### config.mk
export PLATFORM = sky130hd
export DESIGN_NAME = if_id_stage_flat
export DESIGN_NICKNAME = d
export VERILOG_FILES = /design/src/rtl/if_id_stage_if.sv /design/src/rtl/if_id_stage.sv /design/src/flat_wrapper.sv
export SDC_FILE = /design/constraint.sdc
export NUM_CORES = 1
export LEC_CHECK = 0
export CORE_MARGIN = 2
export CORE_UTILIZATION = 59
export CTS_BUF_LIST = sky130_fd_sc_hd__clkbuf_16
export CTS_CLUSTER_DIAMETER = 120
export DETAILED_ROUTE_END_ITERATION = 10
export DONT_BUFFER_PORTS = 1
export PLACE_DENSITY = 0.77
export SYNTH_ARGS = -nofsm -noshare
export SYNTH_HDL_FRONTEND = slang
export SYNTH_SLANG_ARGS = --single-unit
### constraint.sdc
create_clock -name clk -period 5.5 [get_ports clk]
set_clock_uncertainty 0.05 [all_clocks]
set_input_delay 1.1 -clock clk [delete_from_list [all_inputs] [get_ports clk]]
set_output_delay 1.1 -clock clk [all_outputs]
set_load 0.1 [all_outputs]
### src/rtl/if_id_stage_if.sv
// if_id_stage_if: fetch/decode signal bundle around the IF/ID pipeline register
interface if_id_stage_if;
    logic [31:0] im_addr;
    logic [31:0] im_rdata;
    logic        im_valid;
    logic        stall_pc;
    logic        stall_if_id;
    logic        branch_taken;
    logic [31:0] branch_target;
    logic [31:0] id_inst;
    logic [31:0] id_pc;
    logic        id_valid;
    logic        bubble;
    modport master (
        output im_addr, id_inst, id_pc, id_valid, bubble,
        input  im_rdata, im_valid, stall_pc, stall_if_id, branch_taken, branch_target
    );
    modport slave (
        input  im_addr, id_inst, id_pc, id_valid, bubble,
        output im_rdata, im_valid, stall_pc, stall_if_id, branch_taken, branch_target
    );
endinterface

### src/rtl/if_id_stage.sv
// if_id_stage: PC register, instruction fetch and IF/ID register with bounded stall hold
module if_id_stage #(
    parameter logic [31:0] PC_RESET     = 32'h0000_0000,
    parameter logic [31:0] NOP_INST     = 32'h6400_0009,
    parameter int          STALL_CYCLES = 1
) (
    input logic            clk,
    input logic            rst,
    if_id_stage_if.master  bus
);
    typedef enum logic {RUN, HOLD} state_t;
    localparam logic [1:0] CNT_INIT = 2'(STALL_CYCLES >= 2 ? STALL_CYCLES - 2 : 0);
    state_t      state, state_d;
    logic [31:0] pc_q, pc_d, inst_q, inst_d, ipc_q, ipc_d;
    logic        valid_q, valid_d, served_q, served_d;
    logic [1:0]  cnt_q, cnt_d;
    logic        eff_stall;
    // a stall applies once per valid instruction and never against a redirect
    assign eff_stall = (bus.stall_pc | bus.stall_if_id) & valid_q & ~served_q & ~bus.branch_taken;
    // state register with synchronous active-low reset
    always_ff @(posedge clk) begin
        if (!rst) begin
            state    <= RUN;
            pc_q     <= PC_RESET;
            inst_q   <= NOP_INST;
            ipc_q    <= 32'h0;
            valid_q  <= 1'b0;
            served_q <= 1'b0;
            cnt_q    <= 2'd0;
        end else begin
            state    <= state_d;
            pc_q     <= pc_d;
            inst_q   <= inst_d;
            ipc_q    <= ipc_d;
            valid_q  <= valid_d;
            served_q <= served_d;
            cnt_q    <= cnt_d;
        end
    end
    // next state: redirect beats hold, hold beats stall, otherwise advance
    always_comb begin
        state_d  = state;
        pc_d     = pc_q;
        inst_d   = inst_q;
        ipc_d    = ipc_q;
        valid_d  = valid_q;
        served_d = served_q;
        cnt_d    = cnt_q;
        if (bus.branch_taken) begin
            pc_d     = bus.branch_target & ~32'd3;
            inst_d   = NOP_INST;
            valid_d  = 1'b0;
            served_d = 1'b0;
            state_d  = RUN;
        end else if (state == HOLD) begin
            if (cnt_q == 2'd0) begin
                served_d = 1'b1;
                state_d  = RUN;
            end else begin
                cnt_d = cnt_q - 2'd1;
            end
        end else if (eff_stall) begin
            if (STALL_CYCLES == 1) begin
                served_d = 1'b1;
            end else begin
                state_d = HOLD;
                cnt_d   = CNT_INIT;
            end
        end else begin
            served_d = 1'b0;
            if (bus.im_valid) begin
                inst_d  = bus.im_rdata;
                ipc_d   = pc_q;
                valid_d = 1'b1;
                pc_d    = pc_q + 32'd4;
            end else begin
                inst_d  = NOP_INST;
                valid_d = 1'b0;
            end
        end
    end
    // outputs: registered values plus the combinational bubble flag
    always_comb begin
        bus.im_addr  = pc_q;
        bus.id_inst  = inst_q;
        bus.id_pc    = ipc_q;
        bus.id_valid = valid_q;
        bus.bubble   = ((state == HOLD) & ~bus.branch_taken) | ((state == RUN) & eff_stall);
    end
endmodule

### src/flat_wrapper.sv
// flat-port wrapper written by rule: the top's interface ports become plain ports
module if_id_stage_flat 
#(
    parameter logic [31:0] PC_RESET     = 32'h0000_0000,
    parameter logic [31:0] NOP_INST     = 32'h6400_0009,
    parameter int          STALL_CYCLES = 1
)
  (clk, rst, bus_im_addr, bus_id_inst, bus_id_pc, bus_id_valid, bus_bubble, bus_im_rdata, bus_im_valid, bus_stall_pc, bus_stall_if_id, bus_branch_taken, bus_branch_target);
  if_id_stage_if bus_i ();
  input logic clk;
  input logic rst;
  output wire logic [$bits(bus_i.im_addr)-1:0] bus_im_addr;
  output wire logic [$bits(bus_i.id_inst)-1:0] bus_id_inst;
  output wire logic [$bits(bus_i.id_pc)-1:0] bus_id_pc;
  output wire logic [$bits(bus_i.id_valid)-1:0] bus_id_valid;
  output wire logic [$bits(bus_i.bubble)-1:0] bus_bubble;
  input wire logic [$bits(bus_i.im_rdata)-1:0] bus_im_rdata;
  input wire logic [$bits(bus_i.im_valid)-1:0] bus_im_valid;
  input wire logic [$bits(bus_i.stall_pc)-1:0] bus_stall_pc;
  input wire logic [$bits(bus_i.stall_if_id)-1:0] bus_stall_if_id;
  input wire logic [$bits(bus_i.branch_taken)-1:0] bus_branch_taken;
  input wire logic [$bits(bus_i.branch_target)-1:0] bus_branch_target;
  assign bus_im_addr = bus_i.im_addr;
  assign bus_id_inst = bus_i.id_inst;
  assign bus_id_pc = bus_i.id_pc;
  assign bus_id_valid = bus_i.id_valid;
  assign bus_bubble = bus_i.bubble;
  assign bus_i.im_rdata = bus_im_rdata;
  assign bus_i.im_valid = bus_im_valid;
  assign bus_i.stall_pc = bus_stall_pc;
  assign bus_i.stall_if_id = bus_stall_if_id;
  assign bus_i.branch_taken = bus_branch_taken;
  assign bus_i.branch_target = bus_branch_target;
  if_id_stage #(.PC_RESET(PC_RESET), .NOP_INST(NOP_INST), .STALL_CYCLES(STALL_CYCLES)) u_core (.clk(clk), .rst(rst), .bus(bus_i));
endmodule
==> metrics.txt <==
status complete, no violations; Compound-Gate Fraction of Synth Area 21.6%; met3 GRT Util 8.34%; Vias/cell 6.15; # DRC 0; Syn Inst Count 454; r2r setup slk 2.35 ns; r2r endpoint u_core.bus.im_addr[23]; non-filler cells, final 536; DRT Pass-1 Iters 4; Worst-path clk slew 0.07 ns; setup TNS 0 ns; Post-synth ARST share 0%; Clock Tree Buf Depth 2; Final Max Slew Viols 0; Initial DRC Count 163; Rows 30; port bufs 0; worst vdd ir 223 uV; CTS H-tree lvls 3; Power Dens Cells 385 nW/um^2; GRT overflow 0; Adder-Cell Fraction of Synth Area 0.611%; fmax 253 MHz; Least-Margin Pin Slew 1.16 ns; most frequent cells in the layout dfxtp_1 (97), nand2_1 (75), o21ai_0 (31); CTS Buf Count 9; Hold Path Stages 1; Worst R2R Path Depth 5; crit path DAT 2.81 ns; dpl hpwl 6660 um; gr busiest metal met2; reg2reg start u_core.bus.im_addr[2]; mux cell area share after synthesis 0.489%; Ys Warns 0; first-pass GRT wire length 15300 um; Slew headroom 22.6%; FILL cells 564; Seq cells post-synth 97; routed wire length 9760 um; Layout area overhead 9.17%; dpl cells 518; Max-Cap Viols 0; EDFF count, synth 0; layout cell share with drive strength beyond 1 10.1%; XOR/XNOR Fraction of Synth Area 4.92%; CP endpoint kind output pin; met2 Use GR 43.5%; die area 7620 um^2; top post-synthesis cells by area dfxtp_1 (47%), nand2_1 (6.9%), a22o_1 (5.8%); ANT nets after route 0; Yosys top cell area share 47.4%; Placer Congestion 0.843; worst min path class reg -> reg; Crit path required time 4.35 ns; Clock Latency Late Sink 0.34 ns; post-route clock period utilization 71.9%; post-cts hold buffer count 0; Netlist cell types 50; vias in the first global route 3156; mapped cell area 4090 um^2; Post-Synth Simple-Gate Area 19.5%; hold_sp u_core.served_q; Core Area 6760 um^2; RSZ-0062 raised after global routing no; cells resized by post-CTS repair 0; Synth Area per Inst 9.01 um^2; Nets 521; IO Pins 168; Root Driver clkbuf_16; Min-Delay Endpoint u_core.served_q; die height 87.3 um; Total Routing Usage GR 25.5%; CTS Sinks 97; Routed wire per std cell 18.2 um; CP Class in -> out; Max Fanout on Critical Path 16; vias 3295; most common cell after layout, fill and taps aside dfxtp_1; main combinational cell family by area after synthesis compound AO/OA/AOI/OAI gates; Final setup viols 0; dominant synthesized flop cell dfxtp_1; post-CTS setup buffer count 0; initial core utilization 60.6%; CTS tree yes; initial antenna violation count 2; post-synthesis sequential area ratio 47.4%; Leak 1.55 nW; largest area contributor in the netlist dfxtp_1; Period minus WS final 3.96 ns; Final Hold Fails 0; pin count of the biggest net entering global routing 66; Worst setup SP type input pin; grt met1 use 29.9%; overall die width 87.3 um
==> through the flow <==
step	worst slack (ns)	total power, mW	cell area, um^2	utilization [%]	hold slack, ns
CTS	1.53	1.73	4460	66.1	0.414
global placement	1.55	1.09	4150	61.5	0.393
global route	1.46	1.78	4470	66.1	0.445
detailed placement	1.53	1.09	4150	61.5	0.397
finish	1.54	1.72	4470	66.1	0.410
floorplan	1.10	1.07	4100	-	0.383
==> final cells by class <==
| type | instances | area [um^2] | share of cell area (%) |
|---|---|---|---|
| Multi-Input combinational cell | 316 | 1950 | 43.7 |
| Clock inverter | 7 | 83.8 | 1.88 |
| Inverter | 8 | 30.0 | 0.672 |
| Antenna cell | 2 | 5.00 | 0.112 |
| Clock buffer | 9 | 225 | 5.04 |
| Sequential cell | 97 | 1940 | 43.5 |
| Tap cell | 80 | 100 | 2.24 |
| Timing Repair Buffer | 17 | 128 | 2.86 |
==> cells by family after synthesis <==
family / Yosys count
mux: 2
compound gates: 129
simple gates: 156
other cells: 1
flops: 97
fa+ha+maj: 2
xor+xnor: 23
buf+inv: 44
==> Yosys cell counts, types with 5 or more instances <==
cell type and instances:
a21boi_0 30, a21oi_1 22, a22o_1 27, buf_2 7, buf_4 5, clkbuf_1 20
dfxtp_1 97, inv_1 7, nand2_1 75, nand3_1 11, nand3b_1 5, nand4_1 7
nor2_1 10, nor3_1 9, nor4_1 12, o21ai_0 31, xnor2_1 21
==> sequential cells by signal, indices dropped and copies added (netlist names) <==
register,flops
u_core.state,1
u_core.bus.im_addr,30
u_core.served_q,1
u_core.bus.id_pc,30
u_core.bus.id_valid,1
u_core.bus.id_inst,32
u_core.cnt_q,2
==> worst max-delay path: stages <==
cell and delay, ns:
or3b_2 0.48, o21a_1 0.35, nor2_2 0.87
==> metal layers <==
metal | up-vias | routed length [um]
met5 | - | 0
met4 | 0 | 142
met3 | 15 | 877
met2 | 153 | 4880
met1 | 1523 | 3860
li1 | 1604 | -
==> report_power, final <==
part,switching (mW),internal [mW],leakage [nW]
registers,0.186,0.731,0.794
logic,0.119,0.0428,0.607
clock network,0.282,0.361,0.149
total,0.587,1.13,1.55
==> worst max path at each step <==
| stage | from | end | slack (ns) |
|---|---|---|---|
| after global routing | bus_branch_taken | bus_bubble | 1.46 |
| after CTS | bus_branch_taken | bus_bubble | 1.53 |
| after floorplan | bus_branch_taken | bus_bubble | 1.10 |
| final | bus_branch_taken | bus_bubble | 1.54 |
| after global placement | bus_branch_taken | bus_bubble | 1.55 |
| after detailed placement | bus_branch_taken | bus_bubble | 1.53 |
No activity file was read; power rests on OpenSTA's default activity.
==> RTL edit 1 (config.mk and constraints unchanged) <==
Make the reset (`rst`) asynchronous in one clocked block. Comments in the files are not updated.
--- a/src/rtl/if_id_stage.sv
+++ b/src/rtl/if_id_stage.sv
@@ -20,3 +20,3 @@
     // state register with synchronous active-low reset
-    always_ff @(posedge clk) begin
+    always_ff @(posedge clk or negedge rst) begin
         if (!rst) begin
Check against the original RTL: differs if rst is asserted again (counterexample within 4 cycles, from zero or initial values and one cycle with rst low); with rst held inactive, the same outputs for 4 cycles.
==> RTL edit 1 against the original RTL <==
  * Synthesized area is 2.6% higher
  * Worst setup slack better by 0.38 ns
  * Total power grew 29%
  * Routed wire length decreased by 5.3%
  * Largest power group unchanged
  * Highest routed layer unchanged
  * First-iteration DRC count down 12%
  * Sequential cell count unchanged
  * Critical endpoint unchanged
  * Design area rose by 2.1%
==> RTL edit 1: results (changes against the original RTL) <==
Status
  – Status: complete, no violations

Yosys
  – Compound-Gate Fraction of Synth Area: 11.5% (-10 points)
  – Sequential fraction of the synthesis area: 58.0% (+11 points)
  – Mux contribution to synthesized area: 1.28% (+0.79 points)
  – Synth Area in Adders: 0.596% (-0.015 points)
  – Async SR Flop Fraction: 100% (+100 points)
  – Ys flop type: dfrtp_1
  – Top post-synthesis cells by area: dfrtp_1 55%, nand2_1 11%, a22o_1 5.6%, xnor2_1 4.6%, dfstp_2 3.1%
  – XOR/XNOR Fraction of Synth Area: 5.84% (+0.92 points)
  – Cell variety after synth: 40 (-20%)
  – Yosys Warn Count: 0 (unchanged)
  – Synth top cells by count: 120 x nand2_1, 92 x dfrtp_1, 27 x a22o_1

Detailed routing
  – Vias per cell: 5.76 (-6.4%)
  – DRC marker count from the first detailed-route iteration: 144 (-12%)
  – Wire length per cell: 18.1 µm (-0.31%)
  – Drt first pass iters: 4 (unchanged)

Global routing
  – GR Util met3: 7.28% (-1.1 points)
  – GRT Util Overall: 24.2% (-1.3 points)
  – Grt met2 use: 36.8% (-6.8 points)
  – Vias in the first global route: 2,892 (-8.4%)
  – Overflow left after global routing: 0 (unchanged)
  – Largest net degree at the start of global routing: 98 (+48%)
  – First-pass GRT wire length: 14,400 µm (-5.9%)
  – M1 GR Usage: 32.6% (+2.7 points)
  – Initial antenna violation count: 0 (-2)

Worst setup path
  – Slowest cell on crit path: dfrtp_1
  – Kind of cell adding the most delay to the critical path: flip-flops
  – R2R Path Start: u_core.bus.im_addr[10]
  – Worst-path maximum fanout: 29 (+13)
  – Worst R2R Path Depth: 5 (unchanged)
  – Flop-to-flop setup slack: 2.52 ns (+0.17 ns)
  – Worst r2r dst: u_core.bus.im_addr[28]
  – CP peak stage delay: 0.96 ns (+0.09 ns)

Layout
  – Nets@finish: 480 (-7.9%)
  – Non-clock buffer share: 0.658% (-2.2 points)
  – Multi-input comb cells: 289 (-8.5%)
  – Clock tree cell share of total cell area: 7.10% (+0.18 points)
  – Fillcell total: 545 (-3.4%)
  – Non-clock buffers: 4 (-13)
  – Max FFs per register: 32 (unchanged)
  – Diodes inserted: 0 (-2)
  – FF+latch area: 0.00243 mm² (+25%)
  – Multi-input gate area: 0.00163 mm² (-17%)
  – Signal inverters: 7 (-1)
  – Share of post-route cells with drive strength above 1: 7.99% (-2.1 points)

Power and ir drop
  – Clk pwr share: 30.4% (-6.9 points)
  – Sw frac: 44.3% (+10 points)
  – VDD IR max: 0.253 mV (+13%)
  – Leak pwr: 2.07 nW (+33%)
  – P_comb: 0.000140 W (-14%)
  – P_int: 0.00124 W (+9.1%)

Clock network
  – Post-CTS sizing: 0 (unchanged)

Placed design
  – RePlAce Congestion: 0.769 (-8.7%)
  – Post-DP HPWL: 6220 µm (-6.6%)

Timing
  – Worst Max-Slew Pin Slew: 1.13 ns (-0.0335 ns)
  – Final hold slack: 0.402 ns (-0.00770 ns)

Hold path
  – Worst Hold Class: primary input to async pin
==> RTL edit 1: changes by cell type in the layout (fill, tap and decap cells not counted), sizes merged, moves of 4 or more <==
| cell | delta |
|---|---|
| a21boi | -30 |
| a21oi | -22 |
| buf | -13 |
| dfrtp | +92 |
| dfstp | +5 |
| dfxtp | -97 |
| nand2 | +46 |
| nand3b | -5 |
| nand4 | -4 |
| o22a | +5 |
| xor2 | +4 |
==> RTL edit 1: cells by family after synthesis <==
family / count (synthesis)
multiplexers: 5
flip-flops: 97
other: 1
buffers and inverters: 35
adder cells (fa/ha/maj): 2
AND/OR/NAND/NOR: 181
AO/OA/AOI/OAI: 69
XOR/XNOR: 28
==> RTL edit 1: how the worst max path moves through the flow <==
| stage | startpoint | endpoint | cells past startpoint | slack, ns |
|---|---|---|---|---|
| final | u_core.bus.id_valid | bus_bubble | 5 | 1.93 |
| after global routing | u_core.bus.id_valid | bus_bubble | 5 | 1.81 |
| after CTS | u_core.bus.id_valid | bus_bubble | 5 | 1.91 |
| after detailed placement | bus_stall_if_id | bus_bubble | 5 | 2.06 |
| after global placement | bus_stall_if_id | bus_bubble | 5 | 2.07 |
| after floorplan | bus_branch_taken | bus_bubble | 5 | 1.68 |
==> RTL edit 1: stage by stage <==
step                utilization (%)  worst slack [ns]  cells  cell area [µm²]  total power [W]
detailed placement             62.1              2.06    493             4240          0.00156
global placement               62.1              2.07    493             4240          0.00155
finish                         66.8              1.93    509             4560          0.00222
floorplan                         -              1.68    421             4210          0.00152
global route                   66.8              1.81    509             4560          0.00230
CTS                            66.8              1.91    509             4560          0.00223
==> RTL edit 1: metal layers <==
layer	up-vias	part of all wire, %	wire length [µm]
met1	1414	42	3920
met3	10	8.8	817
met5	-	0	0
met2	117	48	4400
li1	1389	-	-
met4	0	1.1	97
==> RTL edit 2 (same settings) <==
Without the edit above. `STALL_CYCLES` is set to 1 in 2 places; all go to 0.
--- a/src/rtl/if_id_stage.sv
+++ b/src/rtl/if_id_stage.sv
@@ -4,3 +4,3 @@
     parameter logic [31:0] NOP_INST     = 32'h6400_0009,
-    parameter int          STALL_CYCLES = 1
+    parameter int          STALL_CYCLES = 0
 ) (
--- a/src/flat_wrapper.sv
+++ b/src/flat_wrapper.sv
@@ -5,3 +5,3 @@
     parameter logic [31:0] NOP_INST     = 32'h6400_0009,
-    parameter int          STALL_CYCLES = 1
+    parameter int          STALL_CYCLES = 0
 )
Formal check against the unedited RTL: not equivalent (a bounded check fails within 4 cycles, from zero or initial values and one cycle with rst low).
==> RTL edit 2 against the original RTL <==
  * Worst setup slack better by 0.17 ns
  * Critical endpoint unchanged
  * Non-clock buffer count decreased by 8
  * Synthesized area is 0.43% higher
  * Design area fell by 1.3%
  * Sequential cell count is the same
  * Total power grew 0.54%
  * Critical path type is now flop to output port
  * Largest cell class unchanged
  * Routed wire length about the same
==> RTL edit 2: results (changes against the original RTL) <==
Status
  – Status: complete, no violations

Layout
  – Signal inverters: 6 (-2)
  – Multi-input gate area: 0.00197 mm² (+0.58%)
  – Fillcell total: 571 (+1.2%)
  – Non-clock buffer share: 1.53% (-1.3 points)
  – Share of post-route cells with drive strength above 1: 8.33% (-1.8 points)
  – Diodes inserted: 1 (-1)
  – Non-clock buffers: 9 (-8)
  – Nets@finish: 511 (-1.9%)

Worst setup path
  – Worst r2r dst: u_core.bus.id_inst[17]
  – R2R Path Start: u_core.bus.id_valid
  – Worst EP arrival: 2.64 ns (-0.17 ns)
  – Flop-to-flop setup slack: 1.97 ns (-0.38 ns)
  – CP peak stage delay: 0.99 ns (+0.12 ns)
  – Worst setup path startpoint: u_core.bus.id_valid
  – Kind of cell adding the most delay to the critical path: flip-flops
  – Slowest cell on crit path: dfxtp_1
  – Worst-path maximum fanout: 5 (-11)

Placed design
  – Post-DP HPWL: 6580 µm (-1.2%)
  – RePlAce Congestion: 0.808 (-4.1%)

Detailed routing
  – WL met3: 764 µm (-13%)
  – DRC marker count from the first detailed-route iteration: 195 (+20%)
  – M1 wire length: 4220 µm (+9.3%)
  – Vias per cell: 6.17 (+0.33%)
  – Wire length per cell: 18.6 µm (+2.1%)

Hold path
  – Hold path depth: 2 (+1)
  – Hold_sp: u_core.served_q
  – Worst hold path endpoint: u_core.served_q

Yosys
  – Sequential fraction of the synthesis area: 47.2% (-0.20 points)
  – Top post-synthesis cells by area: dfxtp_1 47%, nand2_1 7.2%, a22o_1 5.8%, a21boi_0 5.5%, o21ai_0 2.8%
  – Synth top cells by count: 97 x dfxtp_1, 79 x nand2_1, 30 x a21boi_0
  – Cell variety after synth: 46 (-8.0%)

Power and ir drop
  – Clk pwr share: 37.5% (+0.2 points)
  – Comb pwr share: 7.6% (-1.8 points)
  – Sw frac: 34.5% (+0.39 points)
  – Pwr Total: 0.00173 W (+0.54%)
  – Leak pwr: 1.63 nW (+5.1%)

Timing
  – Worst Max-Slew Pin Slew: 1.18 ns (+0.0210 ns)
  – Period utilization: 68.8% (-3.1 points)

Global routing
  – Grt met2 use: 39.9% (-3.7 points)
  – First-pass GRT wire length: 14,900 µm (-2.5%)
  – GRT Util Overall: 25.0% (-0.55 points)
  – GR Util met3: 5.88% (-2.5 points)
  – Vias in the first global route: 3,057 (-3.1%)
  – M1 GR Usage: 33.2% (+3.3 points)
  – Initial antenna violation count: 1 (-1)

Clock network
  – Post-CTS Setup Inserts: 0 (unchanged)
-- RTL edit 2: changes by cell type in the layout (fill, tap and decap cells not counted), sizes merged, moves of 9 or more --
cell	unedited run	this run
nor4	12	3
nand4	7	19
xnor2	21	12
xor2	2	12
o21ai	32	23
-- RTL edit 2: metrics by stage --
step           util, %  area (µm²)  instances  hold slack [ns]
2_1_floorplan        -        4120        455            0.378
3_3_place_gp      60.6        4100        508            0.399
3_5_place_dp      60.6        4100        508            0.410
4_1_cts           65.2        4410        524            0.429
5_1_grt           65.3        4410        525            0.444
6_report          65.3        4410        525            0.429
-- RTL edit 2: logic make-up after synthesis --
kind of cell | after synthesis | synth area share, %
XOR/XNOR | 24 | 5.11
flip-flops | 97 | 47.2
adder cells (fa/ha/maj) | 2 | 0.609
AND/OR/NAND/NOR | 159 | 19.4
multiplexers | 2 | 0.487
buffers and inverters | 42 | 5.27
AO/OA/AOI/OAI | 125 | 21.8
other | 1 | 0.0912
